<file path="src/rtl/seq_divider_pkg.sv">
// Shared width constants and FSM state type for the sequential restoring divider.
package seq_divider_pkg;

  localparam int N     = 4;
  localparam int QW    = 2 * N;
  localparam int CNT_W = $clog2(2 * N);

  typedef enum logic [1:0] {
    IDLE = 2'd0,
    RUN  = 2'd1,
    DONE = 2'd2
  } state_t;

  // Step count loaded on accept; the counter runs down to zero inclusive.
  function automatic logic [CNT_W-1:0] last_step();
    return CNT_W'(2 * N - 1);
  endfunction

endpackage

</file>
<file path="src/rtl/full_adder.sv">
// One-bit full adder cell used by the ripple subtractor.
module full_adder (
  input  logic a,
  input  logic b,
  input  logic ci,
  output logic s,
  output logic co
);

  assign s  = a ^ b ^ ci;
  assign co = (a & b) | (ci & (a ^ b));

endmodule

</file>
<file path="src/rtl/seq_divider_div_step.sv">
// Combinational restoring-division step: shift in one dividend bit, trial-subtract
// the divisor with a ripple of full adders, and keep the difference if no borrow.
module div_step
  import seq_divider_pkg::*;
#(
  parameter int W = N
) (
  input  logic [W-1:0] r,
  input  logic         q_msb,
  input  logic [W-1:0] d,
  output logic [W:0]   r_nxt,
  output logic         q_bit
);

  logic [W:0]   t;
  logic [W:0]   d_inv;
  logic [W:0]   diff;
  logic [W+1:0] carry;

  assign t        = {r, q_msb};
  assign d_inv    = ~{1'b0, d};
  assign carry[0] = 1'b1;

  // T + ~D + 1: a carry out of the top cell means no borrow, i.e. T >= D.
  for (genvar i = 0; i <= W; i++) begin : g_sub
    full_adder u_fa (
      .a  (t[i]),
      .b  (d_inv[i]),
      .ci (carry[i]),
      .s  (diff[i]),
      .co (carry[i+1])
    );
  end

  assign q_bit = carry[W+1];
  assign r_nxt = q_bit ? diff : t;

endmodule

</file>
<file path="src/rtl/seq_divider.sv">
// Sequential restoring divider, one quotient bit per clock, valid/ready on both sides.
module seq_divider
  import seq_divider_pkg::*;
(
  input  logic          clk,
  input  logic          rst,
  input  logic          in_valid,
  output logic          in_ready,
  input  logic [QW-1:0] dividend,
  input  logic [N-1:0]  divisor,
  output logic          out_valid,
  input  logic          out_ready,
  output logic [QW-1:0] quotient,
  output logic [N-1:0]  remainder,
  output logic          div_zero
);

  state_t           state;
  logic [QW-1:0]    q;
  logic [N-1:0]     d;
  logic [N:0]       r;
  logic [CNT_W-1:0] cnt;

  logic [N:0]       r_nxt;
  logic             q_bit;
  logic             r_msb_unused;

  div_step #(.W(N)) u_step (
    .r     (r[N-1:0]),
    .q_msb (q[QW-1]),
    .d     (d),
    .r_nxt (r_nxt),
    .q_bit (q_bit)
  );

  // R[N] only guards the intermediate shift; it is always zero once a step settles.
  assign r_msb_unused = r[N];

  assign quotient  = q;
  assign remainder = r[N-1:0];

  always_ff @(posedge clk) begin
    if (rst) begin
      state     <= IDLE;
      in_ready  <= 1'b1;
      out_valid <= 1'b0;
      div_zero  <= 1'b0;
      q         <= '0;
      d         <= '0;
      r         <= '0;
      cnt       <= '0;
    end else begin
      case (state)
        IDLE: begin
          if (in_valid) begin
            d        <= divisor;
            r        <= '0;
            cnt      <= last_step();
            in_ready <= 1'b0;
            if (divisor == '0) begin
              q         <= '1;
              div_zero  <= 1'b1;
              out_valid <= 1'b1;
              state     <= DONE;
            end else begin
              q        <= dividend;
              div_zero <= 1'b0;
              state    <= RUN;
            end
          end
        end
        RUN: begin
          r <= r_nxt;
          q <= {q[QW-2:0], q_bit};
          if (cnt == '0) begin
            out_valid <= 1'b1;
            state     <= DONE;
          end else begin
            cnt <= cnt - 1'b1;
          end
        end
        DONE: begin
          // Results hold here until the consumer takes them.
          if (out_ready) begin
            out_valid <= 1'b0;
            in_ready  <= 1'b1;
            state     <= IDLE;
          end
        end
        default: begin
          out_valid <= 1'b0;
          in_ready  <= 1'b1;
          state     <= IDLE;
        end
      endcase
    end
  end

endmodule

</file>
<file path="config.mk">
export PLATFORM = sky130hd
export DESIGN_NAME = seq_divider
export DESIGN_NICKNAME = d
export VERILOG_FILES = /design/src/rtl/seq_divider_pkg.sv /design/src/rtl/full_adder.sv /design/src/rtl/seq_divider_div_step.sv /design/src/rtl/seq_divider.sv
export SDC_FILE = /design/constraint.sdc
export NUM_CORES = 1
export LEC_CHECK = 0
export ABC_CLOCK_PERIOD_IN_PS = 3420
export BUFFER_PORTS_ARGS = -buffer_cell sky130_fd_sc_hd__buf_2
export CORE_ASPECT_RATIO = 0.8
export CORE_MARGIN = 4
export CORE_UTILIZATION = 52
export DETAILED_ROUTE_END_ITERATION = 8
export PLACE_DENSITY_LB_ADDON = 0.05
export SETUP_SLACK_MARGIN = 0.02
export SKIP_CTS_REPAIR_TIMING = 1
export SKIP_LAST_GASP = 1
export SYNTH_ARGS = -nofsm -noshare
export SYNTH_HDL_FRONTEND = slang
export SYNTH_SLANG_ARGS = --single-unit
</file>
<file path="constraint.sdc">
create_clock -name clk -period 3.42 [get_ports clk]
set_clock_uncertainty 0.05 [all_clocks]
set_input_delay 0.342 -clock clk [delete_from_list [all_inputs] [get_ports clk]]
set_output_delay 0.342 -clock clk [all_outputs]
set_load 0.02 [all_outputs]
</file>
* Word level (Yosys, flattened, before mapping)
Cells that the tools add are included.
W data, S select, Z words.
** Word-level totals
- Word-level logic and storage cells :: 74
- Register bits :: 24
** Cells by class
- $add $sub $neg :: 1
- Reductions and logical operators :: 10
- Mux-type cells :: 23
- Bitwise operators :: 25
- Equality and inequality tests :: 7
** Operators with widths (count)
- $mux W8 :: 2
- $pmux W8 S2 :: 1
- $ne A2 B2 Y1 const B :: 5
- $and A1 B1 Y1 :: 9
- $reduce_and A3 Y1 :: 3
- $mux W2 :: 4
- $mux W4 :: 2
- $pmux W4 S2 :: 1
- $xor A1 B1 Y1 :: 8
- $mux W1 :: 7
- $mux W3 :: 2
- $pmux W1 S3 :: 2
- $pmux W2 S3 :: 1
- $pmux W3 S2 :: 1
- $not A4 Y5 :: 1
- $or A1 B1 Y1 :: 5
- $logic_not A4 Y1 :: 1
- $reduce_and A2 Y1 :: 2
- $reduce_and A4 Y1 :: 1
- $logic_not A3 Y1 :: 1
- $sub A3 B1 Y3 const B :: 1
- $eq A2 B1 Y1 const B :: 1
- $eq A2 B2 Y1 const B :: 1
- $logic_not A2 Y1 :: 1
- 2 further kinds :: 3

* Depth between registers and ports, before layout
Gate-level depths: netlist of the first run.
- Depth after elaboration :: 13
- Depth in mapped cells :: 10

* Hierarchy
A second synthesis of the first run with hierarchy kept.
** Unflattened totals
- Cells, all modules :: 137
- Area, all modules :: 1260.0 um2
** Modules (own cells, without submodules)
- seq_divider :: sequential area each 480.5 um2, cells an instance 122, times used 1, area each 1084.8 um2
- full_adder :: sequential area each 0.0 um2, cells an instance 1, times used 5, area each 20.0 um2
- div_step :: sequential area each 0.0 um2, cells an instance 10, times used 1, area each 75.1 um2

* Worst setup path before layout of the first run
OpenSTA, ideal clock, no wires.
- Kind :: flip-flop to flip-flop
- Start :: reg q[7] (netlist: quotient[7])
- End :: reg q[0] (netlist: quotient[0])
- Path buffers :: 1
- Required time :: 3.295 ns
- Cell stages (with the launch flop) :: 11
- Data arrival time :: 2.516 ns
- Setup slack :: 0.779 ns
- Cells stage by stage :: dfxtp_1 -> inv_1 -> ha_1 -> fa_1 -> fa_1 -> fa_1 -> nand2b_1 -> clkbuf_1 -> a22oi_1 -> or2_0 -> a31oi_1
** On the way
- Word-level cells in the longest chain between the ends :: 11
** Ends and longest elaborated chain
- start, declared :: line seq_divider.sv:19 : logic [QW-1:0] q;
- start signal, assigned :: line seq_divider.sv:66 : q <= dividend;
- start signal, assigned :: line seq_divider.sv:74 : q <= {q[QW-2:0], q_bit};
- $and A1 B1 Y1 / $xor A1 B1 Y1 (equally long branches) :: line full_adder.sv:11 : assign co = (a & b) | (ci & (a ^ b));
- $or A1 B1 Y1 (*) :: line full_adder.sv:11
- $and A1 B1 Y1 (*) :: line full_adder.sv:11
- $or A1 B1 Y1 (*) :: line full_adder.sv:11
- $and A1 B1 Y1 (*) :: line full_adder.sv:11
- $or A1 B1 Y1 (*) :: line full_adder.sv:11
- $and A1 B1 Y1 (*) :: line full_adder.sv:11
- $or A1 B1 Y1 (*) :: line full_adder.sv:11
- $and A1 B1 Y1 (*) :: line full_adder.sv:11
- $or A1 B1 Y1 (*) :: line full_adder.sv:11
- $pmux W8 S2 (*) :: line seq_divider.sv:53 : case (state)
Every way passes the cells marked *; elsewhere a longest branch is shown, timed or not.
A chain may end at the register's enable or synchronous reset.

* Worst setup path in the final report of the first run
Same ends and word-level chain as after synthesis.

==> results of run 1 <==
final timing paths:
kind                             startpoint          end  cells past startpoint
worst max-delay path            quotient[7]  quotient[0]                      9
worst min register to register     div_zero     div_zero                      2
worst min-delay path             divisor[0]         d[0]                      3
worst max register to register  quotient[7]  quotient[0]                      9
worst max-delay path, cell delays in order, from the launching register on:
cell      delay [ps]
dfxtp_1          380
inv_1             80
ha_1             210
fa_1             420
fa_1             420
fa_1             390
nand2b_1         260
a22oi_1          120
or2_0            230
a31oi_1          160
layout by cell type (no fill, tap or decap), drive strengths merged, types with 2 or more instances in the layout:
cell type / count
nand2: 26
inv: 8
a211oi: 4
dfxtp: 24
or2: 5
nand2b: 4
nor3: 3
ha: 3
fa: 3
buf: 30
clkbuf: 3
nor4: 4
o21ai: 3
a22oi: 4
a21oi: 11
a31oi: 5
nor2b: 4
o211ai: 4
nor2: 17
mux2i: 2
cell type report:
| type | instances | area, µm² |
|---|---|---|
| repair buffers | 30 | 150 |
| well taps | 34 | 42.5 |
| flip-flops and latches | 24 | 480 |
| multi-input cells | 107 | 693 |
| fillers | 213 | 852 |
| clock buffers | 3 | 22.5 |
| inverters | 8 | 30.0 |
sequential cells by signal, summed over array words and instances, names as in the netlist:
register   cells
in_ready       1
r              4
d              4
quotient       8
div_zero       1
state          2
cnt            3
out_valid      1
kinds of logic (layout without fill, tap and decap cells):
logic type	Yosys count	after routing	share of synthesized area, %
AO/OA/AOI/OAI	34	34	19.2
adder cells (fa/ha/maj)	6	6	7.53
buffers and inverters	22	41	9.46
flip-flops	24	24	37.1
multiplexers	2	2	1.54
AND/OR/NAND/NOR	65	65	25.2
routing by layer:
metal / global-route usage (%) / wire length (µm)
met1: 23.3 / 1270
met5: 0 / 0
met4: 3.23 / 15
met3: 5.15 / 190
met2: 31.7 / 1340
per-stage QoR:
step                instances  utilization (%)  total power, µW  area, µm²
CTS                       206             62.5              724       1420
detailed placement        203             61.5              605       1400
global placement          203             61.5              592       1400
finish                    206             62.5              721       1420
floorplan                 153                -              554       1300
global route              206             62.5              774       1420
power breakdown:
group          internal, µW  switching, µW
logic                  96.4            146
clock network          41.2           81.3
registers               315           41.2
==> results.toml, run 1 <==
[grt]
grt_pass1_vias = 1044
antenna_found_initial = 0
grt_util_all_layers_pct = 18.5
grt_pass1_wl_mm = 4.84
gr-total-overflow = 0
grt_max_degree = 25

[timing]
setup_ws_ps = 629
layout_min_cycle_time_ps = 2790
fin_crit_sh_pct = 81.6
rsz0062_at_grt = "no"
setup_viol = 0
worstMarginPinSlew_ps = 654
holdWs_ps = 236
relSlewSlack_pct = 56.3
fmax_mhz = 358
tns_ps = 0
slew_viol_final = 0
hold_viol = 0

[critical_path]
start_kind = "flop"
critical_path.max_fanout = 9
worstPathArrival_ps = 2990
crit_path_end_kind = "flop"
critical_path_class = "flop to flop"
r2r_slack_ps = 630
required_ps = 3620

[synth]
syn_nets = 175
synth-main-ff-cell = "dfxtp_1"
synth_cells = 153
synth_area_mm2 = 0.00130
synth_cell_types = 33
synth-edff-count = 0
synth_area_leaders = "dfxtp_1 37%, nand2_1 7.5%, fa_1 4.6%, a21oi_1 4.2%, nor2_1 4.1%"
synth_top_area_share_pct = 37.1
syn_avg_cell_area_um2 = 8.47
synth-seq-cells = 24
synth.most_common_cell = "nand2_1"
seq_area_frac_synth_pct = 37.1
yosys_warnings = 0
synth_common_cells = "26 x nand2_1, 24 x dfxtp_1, 14 x nor2_1"
synthArstFlopShare_pct = 0
yosys.area.top_type = "dfxtp_1"

[routing]
vias = 1102
drtPass1Iterations = 4
routed_wl_mm = 2.82
drt_iter0_markers = 90
via_per_inst = 5.35
ant_nets = 0
drc = 0
wl_per_cell_um = 13.7

[final_layout]
drive_gt1_share_pct = 25.0
area_delta_synth_final_pct = 9.46
diodes = 0
layout.nets = 196

[placement]
dp_hpwl_mm = 2.10
pre_cts_slack_ps = 701
place_congestion = 0.827
portBuffers = 30

[clock_network]
worstSkewPairLatency_ps = 310
cts_root_buf = "clkbuf_4"
numCtsBuffers = 3
h-tree-depth = 1
clk_pin_slew_ps = 130
cts_sinks = 24
clockBufferDepth = 2
cts_tree = "done"

[flow_run]
maxCapViolCount = 0

[worst_hold_path]
hold_path_class = "input pin to flop"

[power]
ir_worst_vdd_v = 0.000359
leakage_uw = 0.000589
power_density_mw_per_mm2 = 508

[floorplanning]
fp.dieW_um = 63.8
die_y_um = 52.7
io_pins = 31
start_util_pct = 57.1
die_area_mm2 = 0.00336
num_rows = 15
fp.coreArea_mm2 = 0.00227

[outcome]
status = "completed"
Note: power is estimated with default switching activity, not from simulation.
==> run 2: changes to the inputs <==
--- a/config.mk
+++ b/config.mk
@@ -5,11 +5,11 @@
 export SDC_FILE = /design/constraint.sdc
 export NUM_CORES = 1
 export LEC_CHECK = 0
-export ABC_CLOCK_PERIOD_IN_PS = 3420
+export ABC_CLOCK_PERIOD_IN_PS = 2300
 export BUFFER_PORTS_ARGS = -buffer_cell sky130_fd_sc_hd__buf_2
 export CORE_ASPECT_RATIO = 0.8
 export CORE_MARGIN = 4
-export CORE_UTILIZATION = 52
+export CORE_UTILIZATION = 47
 export DETAILED_ROUTE_END_ITERATION = 8
 export PLACE_DENSITY_LB_ADDON = 0.05
 export SETUP_SLACK_MARGIN = 0.02
==> constraint.sdc (replaced) <==
create_clock -name clk -period 2.3 [get_ports clk]
set_clock_uncertainty 0.05 [all_clocks]
set_input_delay 0.23 -clock clk [delete_from_list [all_inputs] [get_ports clk]]
set_output_delay 0.23 -clock clk [all_outputs]
set_load 0.02 [all_outputs]
==> run 2 against run 1 <==
Net effect: cell count rose by 2.4%; sequential power rose by 47%; worst hold slack got worse by 110 ps; non-clock buffer count rose by 2; fmax rose by 25%; register-to-register slack got worse by 560 ps.
==> results.toml, run 2 (same netlist as run 1, synthesis figures left out) <==
[outcome]
status = "completed"

[grt]
antenna_found_initial = 0
gr-total-overflow = 0
grt_max_degree = 25
grt_pass1_wl_mm = 4.89
grt_pass1_vias = 1072
grt_util_all_layers_pct = 17.8

[critical_path]
worstPathArrival_ps = 2430
critical_path.max_fanout = 3
critical_path_class = "flop to flop"
reg2reg_depth = 9
crit_path_end_kind = "flop"
r2r_slack_ps = 70
required_ps = 2500
start_kind = "flop"

[placement]
place_congestion = 0.850
portBuffers = 30
dp_hpwl_mm = 2.16
place_area_mm2 = 0.00143

[power]
ir_worst_vdd_v = 0.000348
power_uw = 1150
power_density_mw_per_mm2 = 773
leakage_uw = 0.000607

[final_layout]
drive_gt1_share_pct = 30.3
layout.nets = 198
largest_reg_flops = 8
design_area_mm2 = 0.00148
final_common_cell = "buf_2"
diodes = 0
fillers = 248
area_delta_synth_final_pct = 14.4
layout_common_cells = "30 x buf_2, 26 x nand2_1, 23 x dfxtp_1, 14 x nor2_1, 11 x a21oi_1"

[routing]
drtPass1Iterations = 4
wl_per_cell_um = 13.8
via_per_inst = 5.14
ant_nets = 0
drc = 0
drt_iter0_markers = 40
routed_wl_mm = 2.91
vias = 1085

[timing]
layout_min_cycle_time_ps = 2230
slew_viol_final = 0
fin_crit_sh_pct = 97.1
fmax_mhz = 448
setup_viol = 0
rsz0062_at_grt = "yes"
worstMarginPinSlew_ps = 596
relSlewSlack_pct = 60.2
hold_viol = 0

[clock_network]
h-tree-depth = 1
worstSkewPairLatency_ps = 310
cts_root_buf = "clkbuf_4"
cts_tree = "done"
numCtsBuffers = 3
cts_sinks = 24
clk_pin_slew_ps = 130
clockBufferDepth = 2

[worst_hold_path]
holdPathStages = 3
hold_path_class = "input pin to flop"

[floorplanning]
die_area_mm2 = 0.00367
start_util_pct = 51.0
io_pins = 31
num_rows = 16
fp.coreArea_mm2 = 0.00254
die_y_um = 55.0
fp.dieW_um = 66.7

[flow_run]
maxCapViolCount = 0
[run 2: layout make-up]
| cell class | instances | area, µm² | area share [%] |
|---|---|---|---|
| Inverter | 8 | 30.0 | 2.03 |
| Sequential cell | 24 | 482 | 32.5 |
| Multi-Input combinational cell | 107 | 721 | 48.6 |
| Clock buffer | 4 | 36.3 | 2.45 |
| Tap cell | 36 | 45.0 | 3.04 |
| Timing Repair Buffer | 32 | 169 | 11.4 |
[run 2: worst max-delay path, cell delays in order, from the launching register on]
cell and delay [ps]:
dfxtp_2 370, inv_2 50, ha_4 150, fa_2 330
fa_2 340, fa_2 360, nand2b_4 80, a22oi_1 60
or2_0 210, a31oi_1 160
[run 2: worst paths after layout]
kind                                   from          end
worst min-delay path             divisor[0]         d[0]
worst min register to register     div_zero     div_zero
worst max-delay path            quotient[7]  quotient[0]
worst max register to register  quotient[7]  quotient[0]
[run 2: per-stage QoR]
step	hold WS (ps)	setup TNS, ps	worst slack (ps)	utilization, %	cells
final	122	0	66.9	58.3	211
after global placement	396	0	61.7	56.1	207
after global routing	97.0	-5.53	-5.53	58.3	211
after detailed placement	398	0	26.7	56.1	207
after floorplan	241	0	30.7	-	153
after CTS	113	0	16.5	57.5	211
[run 2: power breakdown]
group / leakage (µW) / internal [µW] / switching (µW)
sequential: 0.000198 / 469 / 54.3
clock: 0.0000210 / 96.8 / 130
combinational: 0.000388 / 166 / 230
[run 2: per-layer routing]
layer	global-route usage [%]	up-vias	share of wire [%]
met5	0	-	0
met3	5.45	2	4.8
met1	22.9	502	50
li1	-	561	-
met2	29.9	20	45
met4	3.38	0	0.45
==> run 3: changes to the inputs <==
--- a/config.mk
+++ b/config.mk
@@ -5,12 +5,13 @@
 export SDC_FILE = /design/constraint.sdc
 export NUM_CORES = 1
 export LEC_CHECK = 0
-export ABC_CLOCK_PERIOD_IN_PS = 2300
+export ABC_CLOCK_PERIOD_IN_PS = 2470
 export BUFFER_PORTS_ARGS = -buffer_cell sky130_fd_sc_hd__buf_2
 export CORE_ASPECT_RATIO = 0.8
 export CORE_MARGIN = 4
-export CORE_UTILIZATION = 47
+export CORE_UTILIZATION = 52
 export DETAILED_ROUTE_END_ITERATION = 8
+export MAX_ROUTING_LAYER = met4
 export PLACE_DENSITY_LB_ADDON = 0.05
 export SETUP_SLACK_MARGIN = 0.02
 export SKIP_CTS_REPAIR_TIMING = 1
==> constraint.sdc (replaced) <==
create_clock -name clk -period 2.47 [get_ports clk]
set_clock_uncertainty 0.05 [all_clocks]
set_input_delay 0.247 -clock clk [delete_from_list [all_inputs] [get_ports clk]]
set_output_delay 0.247 -clock clk [all_outputs]
set_load 0.02 [all_outputs]
==> run 3 against run 2 <==
Net effect: worst hold slack better by 12 ps; global-route usage increased by 1.8 points; die area fell by 8.4%; total power decreased by 6.6%; final area shrank 0.84%.
==> results.toml, run 3 (same netlist as run 1, synthesis figures left out) <==
[placement]
dp_hpwl_mm = 2.16
place_congestion = 0.869
place_area_mm2 = 0.00141
portBuffers = 30

[floorplanning]
die_area_mm2 = 0.00336
fp.coreArea_mm2 = 0.00227
fp.dieW_um = 63.8
io_pins = 31
die_y_um = 52.7
start_util_pct = 57.1
num_rows = 15

[grt]
grt_util_all_layers_pct = 19.6
grt_pass1_vias = 1059
grt_pass1_wl_mm = 4.93
gr-total-overflow = 0
grt_max_degree = 25
antenna_found_initial = 0

[final_layout]
layout_common_cells = "30 x buf_2, 26 x nand2_1, 23 x dfxtp_1, 14 x nor2_1, 11 x a21oi_1"
area_delta_synth_final_pct = 13.4
fillers = 194
largest_reg_flops = 8
multiInputGateArea_um2 = 711
design_area_mm2 = 0.00147
drive_gt1_share_pct = 29.7
final_common_cell = "buf_2"
layout.nets = 198
seq_area_um2 = 482
diodes = 0

[critical_path]
cp_slowest_cell = "fa_2"
critical_path_buf_inv_count = 1
worst_path_largest_cell_delay_ps = 370
worstPathArrival_ps = 2560
start_kind = "flop"
cp_common_cell = "fa_2"
r2r_start = "quotient[7]"
cp_cell_sequence = "inv_1, ha_2, fa_2, fa_2, fa_2, nand2b_4, a22oi_1, or2_0, a31oi_1"
critPathLaunch = "quotient[7]"
crit_path_end_kind = "flop"
critical_path.max_fanout = 3
crit_family = "adder cells"
required_ps = 2670
critical_path_class = "flop to flop"

[routing]
drtPass1Iterations = 4
wl_per_cell_um = 13.9
ant_nets = 0
drc = 0
via_per_inst = 5.27
drt_iter0_markers = 46
vias = 1101
routed_wl_mm = 2.90

[power]
p_seq_share_pct = 46.2
power_uw = 1070
ir_worst_vdd_v = 0.000422
p_sw_uw = 388
power.share.clock_pct = 19.6
leakage_uw = 0.000605
p_int_uw = 683
power_density_mw_per_mm2 = 728
comb_power_share_pct = 34.2
p_sw_share_pct = 36.2

[flow_run]
maxCapViolCount = 0

[outcome]
status = "completed"

[timing]
slew_viol_final = 0
fin_crit_sh_pct = 95.3
worstMarginPinSlew_ps = 629
relSlewSlack_pct = 58.0
rsz0062_at_grt = "no"
hold_viol = 0
tns_ps = 0
fmax_mhz = 425
layout_min_cycle_time_ps = 2350
setup_viol = 0

[clock_network]
cts_root_buf = "clkbuf_4"
h-tree-depth = 1
cts_sinks = 24
worstSkewPairLatency_ps = 320
clockBufferDepth = 2
clk_pin_slew_ps = 130
cts_tree = "done"
numCtsBuffers = 3

[worst_hold_path]
hold_path_class = "input pin to flop"
min_from = "divisor[1]"
==> run 3: cell counts in the layout (fill, tap and decap cells not counted) <==
Identical to the previous run, type by type.
==> run 3: per-stage QoR <==
step / setup WS (ps) / hold slack, ps / utilization [%] / instances
2_1_floorplan: 40.4 / 266 / - / 153
3_3_place_gp: 101 / 393 / 62.0 / 204
3_5_place_dp: -0.933 / 396 / 62.0 / 204
4_1_cts: -33.3 / 129 / 63.6 / 208
5_1_grt: 26.6 / 114 / 64.7 / 209
6_report: 115 / 134 / 64.7 / 209
==> run 3: final timing paths <==
kind | end | slack (ps) | cells past startpoint
worst min register to register | div_zero | 410 | 2
worst min-delay path | d[1] | 130 | 3
worst max-delay path | quotient[0] | 120 | 9
worst max register to register | quotient[0] | 120 | 9
==> run 3: worst min-delay path, stage by stage <==
cell and delay (ps):
buf_2 120, nand2_1 50, a21oi_1 50
==> run 3: layer usage <==
layer  GRT usage (%)  vias to the layer above  part of all wire [%]
li1                -                      559                     -
met1            23.2                      506                    45
met2            31.9                       32                    48
met3            6.65                        4                   5.7
met4            5.38                        0                   1.1
met5               -                        -                     0
==> run 3: cell type report <==
cell class,count,area share [%]
multi-input cells,107,48.3
flip-flops and latches,24,32.8
clock buffers,4,2.47
repair buffers,32,11.5
well taps,34,2.89
inverters,8,2.04
==> run 3: power by group through the flow <==
stage                     Clock [µW]  Sequential (µW)  Combinational [µW]
after global routing             238              503                 408
after detailed placement           0              501                 347
after CTS                        215              493                 351
after global placement             0              498                 331
after floorplan                    0              499                 274
final                            210              495                 366
